--- config.mk ---
export PLATFORM = sky130hd
export DESIGN_NAME = baud_controller
export DESIGN_NICKNAME = d
export VERILOG_FILES = /design/src/rtl/baud_pkg.sv /design/src/rtl/baud_phase_counter.sv /design/src/rtl/baud_controller.sv
export SDC_FILE = /design/constraint.sdc
export NUM_CORES = 1
export LEC_CHECK = 0
export CAP_MARGIN = 0
export CORE_MARGIN = 4
export CORE_UTILIZATION = 52
export DETAILED_ROUTE_END_ITERATION = 8
export PLACE_DENSITY = 0.78
export RECOVER_POWER = 25
export SYNTH_ARGS = -nofsm -noshare
export SYNTH_HDL_FRONTEND = slang
export SYNTH_SLANG_ARGS = --single-unit
--- constraint.sdc ---
create_clock -name clk -period 1.9 [get_ports clk]
set_input_delay 0.19 -clock clk [delete_from_list [all_inputs] [get_ports clk]]
set_output_delay 0.19 -clock clk [all_outputs]
set_load 0.1 [all_outputs]
--- src/rtl/baud_pkg.sv ---
// Shared definitions for the baud-rate sequencer.
//   - Register address map (2-bit index from the bus decode).
//   - CTRL register bit positions.
//   - Default divisor width.
package baud_pkg;

    localparam int DIV_WIDTH_DEF = 16;

    localparam logic [1:0] ADDR_DIV_LO = 2'd0;
    localparam logic [1:0] ADDR_DIV_HI = 2'd1;
    localparam logic [1:0] ADDR_CTRL   = 2'd2;
    localparam logic [1:0] ADDR_STATUS = 2'd3;

    localparam int CTRL_EN_BIT   = 0;
    localparam int CTRL_HOLD_BIT = 1;

endpackage

--- src/rtl/baud_phase_counter.sv ---
// 4-bit phase counter stepped by the 16x oversample enable.
// Ports:
//   clk, reset  - system clock, async active-high reset
//   tick        - advance enable (one clock wide)
//   clear       - synchronous clear, wins over tick
//   phase       - current phase value
//   strobe      - tick & (phase == MATCH), suppressed while clear is high
module baud_phase_counter #(
    parameter logic [3:0] MATCH = 4'd15
) (
    input  logic       clk,
    input  logic       reset,
    input  logic       tick,
    input  logic       clear,
    output logic [3:0] phase,
    output logic       strobe
);

    always_ff @(posedge clk or posedge reset) begin
        if (reset) begin
            phase <= 4'd0;
        end else if (clear) begin
            phase <= 4'd0;
        end else if (tick) begin
            phase <= phase + 4'd1;
        end
    end

    assign strobe = tick & ~clear & (phase == MATCH);

endmodule

--- src/rtl/baud_controller.sv ---
// Programmable baud-rate sequencer for the UART path.
// A CPU-writable divisor drives a prescaler that emits a 16x oversample
// enable (tick16); two phase counters derive the TX bit strobe and the RX
// mid-bit sample strobe. A new divisor is staged in shadow_div and only
// committed at a prescaler reload (or at once while disabled).
// Ports:
//   clk, reset        - system clock, async active-high reset
//   cs, rw, addr      - bus select, 1=read/0=write, register index
//   data_in, data_out - write data, combinational read data
//   rx_start          - start-bit edge pulse, re-aligns the RX phase
//   tick16, tx_tick, rx_tick - one-clock strobes
//   baud_clk          - legacy square wave (tx_phase[3])
// Optional build macro: BAUD_FRAC_EN adds a 4-bit fractional divisor in
// CTRL[7:4]; undefined, those bits read 0 and ignore writes.
module baud_controller
    import baud_pkg::*;
#(
    parameter int DIV_WIDTH = DIV_WIDTH_DEF,
    parameter int RESET_DIV = 17
) (
    input  logic       clk,
    input  logic       reset,
    input  logic       cs,
    input  logic       rw,
    input  logic [1:0] addr,
    input  logic [7:0] data_in,
    output logic [7:0] data_out,
    input  logic       rx_start,
    output logic       tick16,
    output logic       tx_tick,
    output logic       rx_tick,
    output logic       baud_clk
);

    localparam logic [DIV_WIDTH-1:0] RST_DIV = DIV_WIDTH'(RESET_DIV);

    logic [DIV_WIDTH-1:0] shadow_div;
    logic [DIV_WIDTH-1:0] active_div;
    logic [DIV_WIDTH-1:0] prescaler;
    logic [DIV_WIDTH-1:0] reload_base;
    logic [DIV_WIDTH-1:0] reload_val;
    logic [15:0]          shadow_view;
    logic                 enable;
    logic                 rx_hold;
    logic                 pending;
    logic                 wr_en;
    logic                 wr_div_hi;
    logic                 at_zero;
    logic [3:0]           tx_phase;
    logic [3:0]           rx_phase;
    logic                 tx_strobe;
    logic                 rx_strobe;
    logic [3:0]           frac_rd;

    assign wr_en       = cs & ~rw;
    assign wr_div_hi   = wr_en & (addr == ADDR_DIV_HI);
    assign at_zero     = (prescaler == '0);
    assign tick16      = enable & at_zero;
    assign shadow_view = 16'(shadow_div);

    // A pending divisor takes effect at the reload itself, not one period late.
    assign reload_base = pending ? shadow_div : active_div;

`ifdef BAUD_FRAC_EN
    logic [3:0] frac;
    logic [3:0] acc;
    logic [4:0] acc_sum;

    assign acc_sum    = {1'b0, acc} + {1'b0, frac};
    // Carry out of the accumulator stretches the next period by one clock.
    assign reload_val = reload_base + DIV_WIDTH'(acc_sum[4]);
    assign frac_rd    = frac;

    always_ff @(posedge clk or posedge reset) begin
        if (reset) begin
            frac <= 4'd0;
            acc  <= 4'd0;
        end else begin
            if (wr_en && addr == ADDR_CTRL) begin
                frac <= data_in[7:4];
            end
            if (tick16) begin
                acc <= acc_sum[3:0];
            end
        end
    end
`else
    assign reload_val = reload_base;
    assign frac_rd    = 4'd0;
`endif

    always_ff @(posedge clk or posedge reset) begin
        if (reset) begin
            shadow_div <= RST_DIV;
            enable     <= 1'b1;
            rx_hold    <= 1'b0;
        end else if (wr_en) begin
            case (addr)
                ADDR_DIV_LO: shadow_div <= DIV_WIDTH'({shadow_view[15:8], data_in});
                ADDR_DIV_HI: shadow_div <= DIV_WIDTH'({data_in, shadow_view[7:0]});
                ADDR_CTRL: begin
                    enable  <= data_in[CTRL_EN_BIT];
                    rx_hold <= data_in[CTRL_HOLD_BIT];
                end
                default: ;
            endcase
        end
    end

    always_ff @(posedge clk or posedge reset) begin
        if (reset) begin
            active_div <= RST_DIV;
            prescaler  <= RST_DIV;
            pending    <= 1'b0;
        end else begin
            if (!enable) begin
                if (pending) begin
                    active_div <= shadow_div;
                    prescaler  <= shadow_div;
                end
            end else if (at_zero) begin
                prescaler <= reload_val;
                if (pending) begin
                    active_div <= shadow_div;
                end
            end else begin
                prescaler <= prescaler - DIV_WIDTH'(1);
            end

            // A DIV_HI write racing a commit keeps pending set, so the freshly
            // written value still commits at the following reload.
            if (wr_div_hi) begin
                pending <= 1'b1;
            end else if (pending && (!enable || at_zero)) begin
                pending <= 1'b0;
            end
        end
    end

    baud_phase_counter #(.MATCH(4'd15)) u_tx_phase (
        .clk    (clk),
        .reset  (reset),
        .tick   (tick16),
        .clear  (1'b0),
        .phase  (tx_phase),
        .strobe (tx_strobe)
    );

    baud_phase_counter #(.MATCH(4'd7)) u_rx_phase (
        .clk    (clk),
        .reset  (reset),
        .tick   (tick16),
        .clear  (rx_start),
        .phase  (rx_phase),
        .strobe (rx_strobe)
    );

    assign tx_tick  = tx_strobe;
    assign rx_tick  = rx_strobe & ~rx_hold;
    assign baud_clk = tx_phase[3];

    always_comb begin
        data_out = 8'h00;
        if (cs && rw) begin
            case (addr)
                ADDR_DIV_LO: data_out = shadow_view[7:0];
                ADDR_DIV_HI: data_out = shadow_view[15:8];
                ADDR_CTRL: begin
                    data_out[7:4]          = frac_rd;
                    data_out[CTRL_EN_BIT]   = enable;
                    data_out[CTRL_HOLD_BIT] = rx_hold;
                end
                default: data_out = {tx_phase, 2'b00, pending, enable};
            endcase
        end
    end

endmodule

---- After elaboration in Yosys (flattened, before gate mapping) ----
Index checks and enable logic that the tools add are counted.
word-level totals
  register bits ........................... 59
  latch bits .............................. 0
  memory bits (writable) .................. 0
  memory bits (read-only) ................. 0
  memories ................................ 0
operators by class
  add/sub/neg operators ................... 3
  $mul .................................... 0
  div/mod/pow operators ................... 0
  order comparisons ....................... 0
  equal/unequal tests ..................... 5
  shift-type cells ........................ 0
  muxes and demuxes ....................... 15
  bitwise gates (word level) .............. 12
  reduce and logical (&&, ||, !) cells .... 12
operator list
  operator                                              count
  two-way mux 16 bit                                    6
  case mux 16 bit (2 select lines)                      1
  zero test 16 bit                                      1
  subtractor 16 x 1 -> 16 bit (second input constant)   1
  case mux 4 bit (3 select lines)                       1
  adder 4 x 1 -> 4 bit (second input constant)          2
  two-way mux 4 bit                                     2
  two-way mux 8 bit                                     1
  bitwise AND 1 bit                                     7
  case mux 2 bit (3 select lines)                       1
  AND reduction 3 bit                                   2
  nonzero test 2 bit                                    3
  inverter 1 bit                                        5
  equality test 4 x 3 -> 1 bit (second input constant)  1
  equality test 4 bit (second input constant)           1
  case mux 2 bit (2 select lines)                       1
  equality test 2 x 1 -> 1 bit (second input constant)  1
  equality test 2 bit (second input constant)           1
  logical AND 1 bit                                     2
  zero test 2 bit                                       1
  two-way mux 1 bit                                     2
  != test 2 x 1 -> 1 bit (second input constant)        1
  AND reduction 2 bit                                   1
  zero test 1 bit                                       1
  logical OR 1 bit                                      1

---- Longest topological paths before layout ----
Gate-level depths: netlist of run 1.
  word-level depth ........................ 5
  gate-level depth with buffers ........... 8

---- By module ----
Synthesis of run 1 repeated with hierarchy kept, for this count alone.
unflattened totals
  cell total of the unflattened synthesis .. 310
  area, all modules ....................... 3314.4 um^2
modules (own cells, without submodules)
  module                            times used  cells an instance  area an instance (um^2)  sequential area each (um^2)
  baud_controller                   1           268                2879.0                   1285.0
  baud_phase_counter at u_tx_phase  1           21                 224.0                    100.1
  baud_phase_counter at u_rx_phase  1           21                 211.5                    100.1

---- Least setup slack after synthesis of run 1 ----
OpenSTA, ideal clock, no wires.
  path type ............................... flip-flop to output port
  start point ............................. register prescaler[10]
  end point ............................... output port rx_tick
  data arrival time ....................... 3386 ps
  path slack .............................. -1676 ps
  cell stages (with the launch flop) ...... 5
  path through ............................ dfrtp_1 nor3_1 and4b_1 nand3_1 nor3_1
between the ends
  cells in the longest elaborated chain, start to end .. 5
RTL lines
  element                         RTL line                  RTL
  from (decl)                     baud_controller.sv:39     logic [DIV_WIDTH-1:0] prescaler;
  from (signal assigned)          baud_controller.sv:119    prescaler <= shadow_div;
  from (signal assigned)          baud_controller.sv:122    prescaler <= reload_val;
  from (signal assigned)          baud_controller.sv:127    prescaler <= prescaler - DIV_WIDTH'(1);
  zero test 16 bit                baud_controller.sv:57     assign at_zero = (prescaler == '0);
  bitwise AND 1 bit               baud_controller.sv:58     assign tick16 = enable & at_zero;
  bitwise AND 1 bit (2 in a row)  baud_phase_counter.sv:29  assign strobe = tick & ~clear & (phase == MATCH);
  bitwise AND 1 bit               baud_controller.sv:159    assign rx_tick = rx_strobe & ~rx_hold;
  to (decl)                       baud_controller.sv:31     output logic rx_tick,
No other way between the ends.

---- Worst setup path in the final report of run 1 ----
  start point ............................. register prescaler[12]
  end point ............................... output port tx_tick
between the ends
  cells in the longest elaborated chain, start to end .. 3
RTL lines
  element            RTL line                  RTL
  zero test 16 bit   baud_controller.sv:57
  bitwise AND 1 bit  baud_controller.sv:58
  bitwise AND 1 bit  baud_phase_counter.sv:29
  to (decl)          baud_controller.sv:30     output logic tx_tick,
No other way between the ends.

==> results of run 1 <==
-- kinds of logic after synthesis --
kind of cell,Yosys count
AO/OA/AOI/OAI,75
XOR/XNOR,8
adder cells (fa/ha/maj),4
buffers and inverters,29
flip-flops,59
multiplexers,44
AND/OR/NAND/NOR,96
-- routing by layer --
| metal | part of all wire (%) | vias to the layer above | wire length, um | GRT usage (%) |
|---|---|---|---|---|
| li1 | - | 1371 | - | - |
| met4 | 5.3 | 0 | 599 | 13.4 |
| met5 | 0 | - | 0 | 0 |
| met3 | 8.6 | 70 | 969 | 8.80 |
| met1 | 39 | 1559 | 4440 | 36.5 |
| met2 | 47 | 191 | 5320 | 43.6 |
-- where the power goes --
| part | switching [W] | internal, W |
|---|---|---|
| sequential | 0.000501 | 0.00171 |
| clock | 0.000525 | 0.000977 |
| combinational | 0.00134 | 0.00133 |
-- stage by stage --
step / setup TNS (ns) / hold WS, ns / total power [W] / instances / instance area [um^2]
6_report: -1.92 / 0.477 / 0.00639 / 490 / 4940
4_1_cts: -1.30 / 0.235 / 0.00597 / 475 / 4690
3_3_place_gp: -1.91 / 0.467 / 0.00397 / 442 / 4130
5_1_grt: -5.09 / 0.475 / 0.00663 / 490 / 4940
3_5_place_dp: -5.10 / 0.473 / 0.00409 / 442 / 4130
2_1_floorplan: -0.933 / 0.253 / 0.00328 / 315 / 3400
-- worst max-delay path, cell delays in order (launching register included) --
cell and delay, ns:
dfrtp_1 0.45, nor4_4 0.30, and4b_2 0.35, nand4_1 0.20, nor2_4 0.17, buf_12 0.18
-- final timing paths --
path | from | cells past startpoint | to | slack [ns]
worst max-delay path | prescaler[12] | 5 | tx_tick | -0.30
worst min register to register | active_div[4] | 2 | active_div[4] | 0.50
worst max register to register | prescaler[1] | 9 | prescaler[13] | -0.19
max in group asynchronous | reset | 3 | pending | 0.13
min in group asynchronous | reset | 3 | active_div[2] | 0.79
worst min-delay path | data_in[3] | 2 | shadow_div[3] | 0.48
-- what timing repair did --
action	4_1_cts	5_1_grt
resized for setup	34	39
endpoints found under the setup margin	39	43
pin swaps	8	25
buffers inserted	16	20
gates cloned	1	1
-- synth_stat cells, drive strengths merged, types with 2 or more instances --
cell and number:
dfrtp 52, mux2 30, nor2 24, a21oi 20
o21ai 14, mux2i 13, clkbuf 12, nand2 12
inv 9, a22oi 8, buf 8, nand3 8
nand4 8, nor2b 8, nor3 8, dfstp 7
nand2b 5, nor3b 5, o31ai 5, xor2 5
a211oi 4, a221oi 4, a31oi 4, ha 4
nor4 4, or4 4, xnor2 3, a21o 2
a32oi 2, nand4b 2, o22ai 2, or3 2
-- final cells by class --
type,count,area (um^2),area share [%]
clock buffer,12,165,3.34
clock inverter,4,95.1,1.93
inverter,9,36.3,0.735
multi-input combinational,227,2040,41.4
sequential,59,1490,30.1
tap,75,93.8,1.90
timing repair buffer,104,1020,20.6
-- state kept, by name, indices dropped and copies added (netlist names) --
register,cells
rx_hold,1
prescaler,16
u_rx_phase.phase,4
active_div,16
shadow_div,16
enable,1
pending,1
u_tx_phase.phase,4
==> run_results.csv, run 1 <==
group,metric,value,unit
status,status,"complete, but fails checks",
status,violations,"negative setup slack",
logic_synthesis,synth_compound_area_share,15.0,%
logic_synthesis,synth_top_family_by_area,"simple AND/OR/NAND/NOR gates",
global_route,grt_antenna_before_repair,0,
critical_path,crit_fanout,3,
timing,post-route-period-util,116,%
layout,fillCellCount,299,
clocking,path_clk_slew,0.07,ns
clocking,cts_tree,"done",
logic_synthesis,muxShareOfSynthArea,15.0,%
global_route,grt_pass1_vias,2987,
global_route,grt_overflow,0,
timing,slew_violations,0,
timing,setup_violations,28,
logic_synthesis,synthAdderAreaFrac,1.53,%
placed_design,hpwl,6580,um
detailed_routing,dr.pass1.iters,5,
logic_synthesis,synth_xor_area_share,2.14,%
detailed_routing,ant_nets,0,
floorplan,die_y,87.4,um
power_and_ir_drop,power_density,1290,nW/um^2
logic_synthesis,synth_top_cell_by_area,"dfrtp_1",
layout,final_cell_mix,"buf_4, dfrtp_1, nor2_1",
run,maxCapViolations,0,
placed_design,gp_congestion,0.950,
critical_path,worstSetupEndpointType,"primary output",
critical_path,required,1.71,ns
global_route,grt_use_total,28.4,%
logic_synthesis,ys_seq_area_share,45.3,%
floorplan,rows,28,
layout,antennaDiodeCount,0,
clocking,clock_latency,0.35,ns
detailed_routing,vias,3191,
timing,worst_slack,-0.301,ns
floorplan,dieArea,7640,um^2
timing,tightest_slew,1.47,ns
layout,mostFrequentLayoutCell,"buf_4",
floorplan,start_util,54.4,%
logic_synthesis,synth_top_area_share,39.7,%
timing,period_needed,2.20,ns
clocking,clock_sinks,59,
logic_synthesis,ys_warn_count,0,
layout,syn2layout_area_growth,50.6,%
clocking,numCtsBuffers,9,
floorplan,dieWidth,87.4,um
critical_path,arrival,2.01,ns
logic_synthesis,avgSynthCellArea,10.4,um^2
detailed_routing,drtIter0Drc,369,
clocking,ctsHtreeMaxLevel,3,
logic_synthesis,synth_area_leaders,"dfrtp_1, mux2_2, dfstp_2, mux2i_1, mux2_1",
logic_synthesis,ys_async_sr_fraction,100,%
critical_path,path_class,"flop to primary output",
power_and_ir_drop,peakVddDrop,0.948,mV
layout,final_util,82.0,%
timing,rsz0062_at_grt,"true",
power_and_ir_drop,leakagePower,2.11,nW
logic_synthesis,synth_top_flop_cell,"dfrtp_1",
logic_synthesis,synth_nets,334,
clocking,clockRootBuffer,"clkbuf_8",
floorplan,core-area,6030,um^2
clocking,holdBufCountCts,0,
global_route,grt_pass1_wl,16000,um
global_route,grt_max_degree,60,
floorplan,ios,27,
detailed_routing,drc,0,
logic_synthesis,synth_cells,315,
logic_synthesis,synth.distinct_cells,58,
logic_synthesis,synth_edf_count,0,
timing,timing.fmax,454,MHz
hold_path,hp-class,"input port to flop",
detailed_routing,via_per_inst,6.51,
detailed_routing,drt-total-wl,11300,um
critical_path,worstSetupStartpointType,"flop",
logic_synthesis,syn-cell-area,3280,um^2
clocking,clockBufferDepth,2,
timing,slew_headroom,2.12,%
layout,drive_gt1_share,48.2,%
timing,hold_violations,0,
placed_design,preCtsSetupSlack,-0.290,ns
timing,fin_skew,0.00635,ns
placed_design,port-buffer-count,26,
detailed_routing,wl_per_cell,23.1,um
layout,nets,429,
logic_synthesis,synthSimpleGateAreaFrac,17.4,%
logic_synthesis,synth_seq_cells,59,
Note: power is estimated with default switching activity, not from simulation.
==> inputs of run 2 (changes only) <==
--- a/config.mk
+++ b/config.mk
@@ -7,9 +7,9 @@
 export LEC_CHECK = 0
 export CAP_MARGIN = 0
 export CORE_MARGIN = 4
-export CORE_UTILIZATION = 52
+export CORE_UTILIZATION = 49
 export DETAILED_ROUTE_END_ITERATION = 8
-export PLACE_DENSITY = 0.78
+export PLACE_DENSITY = 0.75
 export RECOVER_POWER = 25
 export SYNTH_ARGS = -nofsm -noshare
 export SYNTH_HDL_FRONTEND = slang
==> run 2 against run 1 <==
Against the previous run: the flow still finishes with violations (negative setup slack); via count down 2.3%; sequential share of layout area up 0.33 points; critical path depth unchanged; maximum frequency up 1.1%; combinational power about the same; sequential cell count unchanged; worst hold slack worse by 0.026 ns; critical path type unchanged; critical endpoint unchanged; largest cell class unchanged; largest power group unchanged; highest routed layer unchanged.
==> run_results.csv, run 2 (synthesis gave the netlist of run 1 again) <==
group,metric,value,unit
status,status,"complete, but fails checks",
status,violations,"negative setup slack",
timing,period_needed,2.18,ns
power_and_ir_drop,peakVddDrop,0.806,mV
layout,fillCellCount,373,
global_route,grt_max_degree,34,
detailed_routing,wl_per_cell,21.7,um
clocking,cts_tree,"done",
global_route,grt_antenna_before_repair,0,
layout,multi_input_comb_area,1990,um^2
hold_path,hp-class,"input port to async pin",
power_and_ir_drop,power_density,1260,nW/um^2
layout,nets,426,
clocking,ctsHtreeMaxLevel,3,
global_route,grt_pass1_vias,2964,
timing,rsz0062_at_grt,"true",
layout,drive_gt1_share,44.7,%
timing,timing.fmax,460,MHz
clocking,clock_latency,0.34,ns
layout,syn2layout_area_growth,49.0,%
detailed_routing,drc,0,
floorplan,dieWidth,89.8,um
power_and_ir_drop,power,0.00618,W
detailed_routing,dr.pass1.iters,6,
clocking,numCtsBuffers,9,
floorplan,die_y,89.8,um
clocking,clockBufferDepth,2,
timing,worst_slack,-0.276,ns
critical_path,r2r_cells,6,
detailed_routing,vias,3118,
critical_path,arrival,1.99,ns
global_route,grt_use_total,24.1,%
timing,post-route-period-util,115,%
floorplan,rows,29,
floorplan,core-area,6420,um^2
placed_design,place_area,4170,um^2
power_and_ir_drop,leakagePower,2.07,nW
timing,hold_violations,0,
detailed_routing,via_per_inst,6.38,
detailed_routing,drt-total-wl,10600,um
placed_design,hpwl,6630,um
timing,fin_skew,0.0119,ns
floorplan,ios,27,
detailed_routing,ant_nets,0,
layout,reg_top3,"active_div (16), prescaler (16), shadow_div (16)",
clocking,clockRootBuffer,"clkbuf_8",
clocking,clock_sinks,59,
clocking,path_clk_slew,0.07,ns
run,maxCapViolations,0,
placed_design,port-buffer-count,26,
timing,setup_tns,-2.47,ns
layout,fin_area,4890,um^2
timing,tightest_slew,0.945,ns
critical_path,required,1.71,ns
timing,whs,0.451,ns
layout,final-seq-area,1490,um^2
detailed_routing,drtIter0Drc,414,
floorplan,start_util,51.1,%
timing,slew_headroom,36.8,%
critical_path,worstSetupStartpointType,"flop",
critical_path,path_class,"flop to primary output",
floorplan,dieArea,8070,um^2
layout,mostFrequentLayoutCell,"buf_4",
global_route,grt_pass1_wl,15400,um
placed_design,gp_congestion,0.901,
layout,antennaDiodeCount,0,
critical_path,crit_fanout,4,
timing,setup_violations,27,
layout,final_cell_mix,"buf_4, dfrtp_1, nor2_1, a21oi_1, mux2_2",
timing,slew_violations,0,
critical_path,worstSetupEndpointType,"primary output",
global_route,grt_overflow,0,
[run 2: cell types whose count changed in the layout (fill, tap and decap cells not counted), sizes merged]
cell / previous run / this run
clkdlybuf4s50: 12 / 13
bufinv: 3 / 2
clkbuf: 13 / 15
inv: 9 / 8
clkinvlp: 0 / 1
dlymetal6s2s: 1 / 0
buf: 89 / 85
[run 2: final timing paths]
path,from,endpoint,slack [ns]
worst max register to register,prescaler[5],u_rx_phase.phase[3],-0.16
min in group clk,data_in[0],enable,0.46
worst max-delay path,prescaler[11],tx_tick,-0.28
worst min-delay path,reset,prescaler[6],0.45
worst min register to register,active_div[4],active_div[4],0.50
max in group asynchronous,reset,prescaler[10],0.51
[run 2: final cells by class]
cell class | count | share of cell area, %
Clock buffer | 13 | 3.46
Clock inverter | 3 | 1.41
Inverter | 9 | 0.819
Multi-Input combinational cell | 227 | 40.7
Sequential cell | 59 | 30.4
Tap cell | 77 | 1.97
Timing Repair Buffer | 101 | 21.2
[run 2: worst max-delay path, stage by stage (launching register included)]
cell and delay (ns):
dfrtp_1 0.48, nor3_4 0.26, and4b_2 0.35, nand4_1 0.20
nor2_4 0.17, buf_12 0.18
[run 2: stage by stage]
| step | instances | utilization [%] | setup WS (ns) |
|---|---|---|---|
| 5_1_grt | 489 | 76.1 | -0.293 |
| 2_1_floorplan | 315 | - | -0.322 |
| 3_5_place_dp | 446 | 65.0 | -0.116 |
| 6_report | 489 | 76.1 | -0.276 |
| 3_3_place_gp | 446 | 65.0 | -0.0509 |
| 4_1_cts | 473 | 71.3 | -0.199 |
[run 2: report_power, final]
part	leakage [nW]	internal (W)	total (W)	switching, W
sequential	0.702	0.00172	0.00218	0.000465
combinational	1.25	0.00133	0.00264	0.00131
clock	0.120	0.000849	0.00136	0.000508
[run 2: timing repair]
item                       4_1_cts  5_1_grt
resized for setup               17       38
hold endpoints to repair         0        0
setup endpoints to repair       10       36
pin swaps                        8       10
hold buffers                     0        0
cloned                           0        1
buffers inserted                11       17
[run 2: layer usage]
metal  wire length (um)  GRT usage, %  part of all wire [%]
met4                345          11.1                   3.2
met2               5110          38.6                    48
met3                864          3.67                   8.1
met1               4300          32.2                    40
met5                  0             0                     0
==> inputs of run 3 (changes only) <==
--- a/config.mk
+++ b/config.mk
@@ -11,6 +11,7 @@
 export DETAILED_ROUTE_END_ITERATION = 8
 export PLACE_DENSITY = 0.75
 export RECOVER_POWER = 25
+export SKIP_CTS_REPAIR_TIMING = 1
 export SYNTH_ARGS = -nofsm -noshare
 export SYNTH_HDL_FRONTEND = slang
 export SYNTH_SLANG_ARGS = --single-unit
==> run 3 against run 2 <==
Against the previous run: the run still ends with negative setup slack left; clock-buffer cell count did not move; largest power group is now registers; non-clock buffer count decreased by 19; critical endpoint is now rx_tick; final cell count decreased by 3.9%; register-to-register slack lost 0.02 ns; largest cell class unchanged; clock power barely moved.
==> run_results.csv, run 3 (synthesis gave the netlist of run 1 again) <==
group,metric,value,unit
status,status,"complete, but fails checks",
status,violations,"negative setup slack",
detailed_routing,drtIter0Drc,256,
critical_path,cp_slowest_cell,"dfrtp_1",
global_route,grt_max_degree,34,
detailed_routing,dr.pass1.iters,5,
layout,antennaDiodeCount,0,
timing,post-route-period-util,114,%
power_and_ir_drop,leakagePower,1.90,nW
clocking,clock_latency,0.34,ns
timing,timing.fmax,461,MHz
timing,period_needed,2.17,ns
critical_path,max_stage_delay,0.40,ns
floorplan,dieArea,8070,um^2
critical_path,path_delay_family,"simple AND/OR/NAND/NOR gates",
timing,tightest_slew,0.871,ns
placed_design,gp_congestion,0.901,
timing,worst_slack,-0.270,ns
critical_path,required,1.71,ns
critical_path,arrival,1.98,ns
global_route,grt_pass1_wl,14800,um
critical_path,worstSetupStartpointType,"flop",
timing,fin_skew,0.0112,ns
run,maxCapViolations,0,
power_and_ir_drop,clockPowerShare,24.2,%
power_and_ir_drop,intPower,0.00359,W
floorplan,die_y,89.8,um
detailed_routing,drt-total-wl,9150,um
floorplan,ios,27,
timing,slew_headroom,41.7,%
floorplan,start_util,51.1,%
global_route,grt_antenna_before_repair,0,
layout,mostFrequentLayoutCell,"dfrtp_1",
detailed_routing,vias,2864,
placed_design,hpwl,6630,um
timing,setup_violations,20,
layout,final_cell_mix,"dfrtp_1, buf_4, mux2_2",
placed_design,port-buffer-count,26,
critical_path,crit_chain,"nor4_4 -> and4b_2 -> nand3_4 -> nor3_4 -> buf_12",
critical_path,r2r_start,"prescaler[5]",
floorplan,rows,29,
power_and_ir_drop,p_seq_share,38.3,%
layout,fillCellCount,431,
detailed_routing,drc,0,
floorplan,core-area,6420,um^2
layout,final-seq-area,1490,um^2
clocking,cts_tree,"done",
timing,hold_violations,0,
layout,multi_input_comb_area,1860,um^2
clocking,clockRootBuffer,"clkbuf_8",
critical_path,path_class,"flop to primary output",
critical_path,worstSetupEndpointType,"primary output",
timing,whs,0.446,ns
power_and_ir_drop,peakVddDrop,0.796,mV
clocking,path_clk_slew,0.07,ns
critical_path,crit_fanout,3,
power_and_ir_drop,power,0.00559,W
floorplan,dieWidth,89.8,um
clocking,ctsHtreeMaxLevel,3,
clocking,clockBufferDepth,2,
critical_path,crit_buf_inv,1,
layout,syn2layout_area_growth,39.5,%
layout,nets,407,
detailed_routing,ant_nets,0,
timing,slew_violations,0,
hold_path,hp-class,"input port to async pin",
timing,rsz0062_at_grt,"true",
critical_path,cp-startpoint,"prescaler[5]",
layout,reg_top3,"active_div (16), prescaler (16), shadow_div (16)",
power_and_ir_drop,swShare,35.8,%
global_route,grt_overflow,0,
global_route,grt_pass1_vias,2835,
layout,fin_area,4570,um^2
power_and_ir_drop,power_frac_comb,37.5,%
detailed_routing,wl_per_cell,19.5,um
power_and_ir_drop,p_sw,0.00200,W
clocking,numCtsBuffers,9,
clocking,clock_sinks,59,
layout,drive_gt1_share,37.2,%
global_route,grt_use_total,23.2,%
detailed_routing,via_per_inst,6.09,
power_and_ir_drop,power_density,1220,nW/um^2
placed_design,place_area,4170,um^2
run 3: changes by cell type in the layout (fill, tap and decap cells not counted), sizes merged:
cell,delta
buf,-18
clkbuf,-1
clkinvlp,-1
inv,+1
run 3: path summary, 6_finish.rpt:
| kind | to | slack, ns | cells after the start |
|---|---|---|---|
| min in group clk | enable | 0.46 | 3 |
| setup / recovery | rx_tick | -0.27 | 5 |
| setup reg to reg | u_rx_phase.phase[3] | -0.18 | 6 |
| max in group asynchronous | prescaler[10] | 0.56 | 3 |
| hold reg to reg | active_div[9] | 0.49 | 1 |
| hold / removal | active_div[10] | 0.45 | 2 |
run 3: metal layers:
layer	track usage (%)	part of all wire, %	vias up
li1	-	-	1324
met1	31.6	43	1403
met2	36.5	47	113
met3	3.59	5.8	24
met4	10.9	3.3	0
met5	0	0	-
run 3: stage by stage:
| step | instances | TNS [ns] | setup WS, ns | utilization (%) |
|---|---|---|---|---|
| floorplan | 315 | -0.933 | -0.322 | - |
| global placement | 446 | -0.0509 | -0.0509 | 65.0 |
| detailed placement | 446 | -0.309 | -0.116 | 65.0 |
| CTS | 462 | -1.20 | -0.327 | 68.7 |
| global route | 470 | -3.72 | -0.343 | 71.2 |
| finish | 470 | -1.62 | -0.270 | 71.2 |
run 3: power groups by stage:
stage / clock, W / combinational (W) / sequential, W
detailed placement: 0 / 0.00197 / 0.00212
finish: 0.00135 / 0.00210 / 0.00214
global route: 0.00144 / 0.00228 / 0.00219
CTS: 0.00137 / 0.00198 / 0.00210
global placement: 0 / 0.00191 / 0.00210
floorplan: 0 / 0.00124 / 0.00203
run 3: worst reg2reg max path: cells and delay by family, from the launching register on:
| family | cells | cell delay, ns |
|---|---|---|
| simple gates | 3 | 1.19 |
| flops | 1 | 0.40 |
| buf+inv | 2 | 0.28 |
| compound gates | 1 | 0.15 |
run 3: layout make-up:
class	instances	area share, %
clock buffers	13	3.69
clock inverters	3	1.50
inverters	9	0.739
multi-input cells	227	40.7
flip-flops and latches	59	32.5
well taps	77	2.11
repair buffers	82	18.7
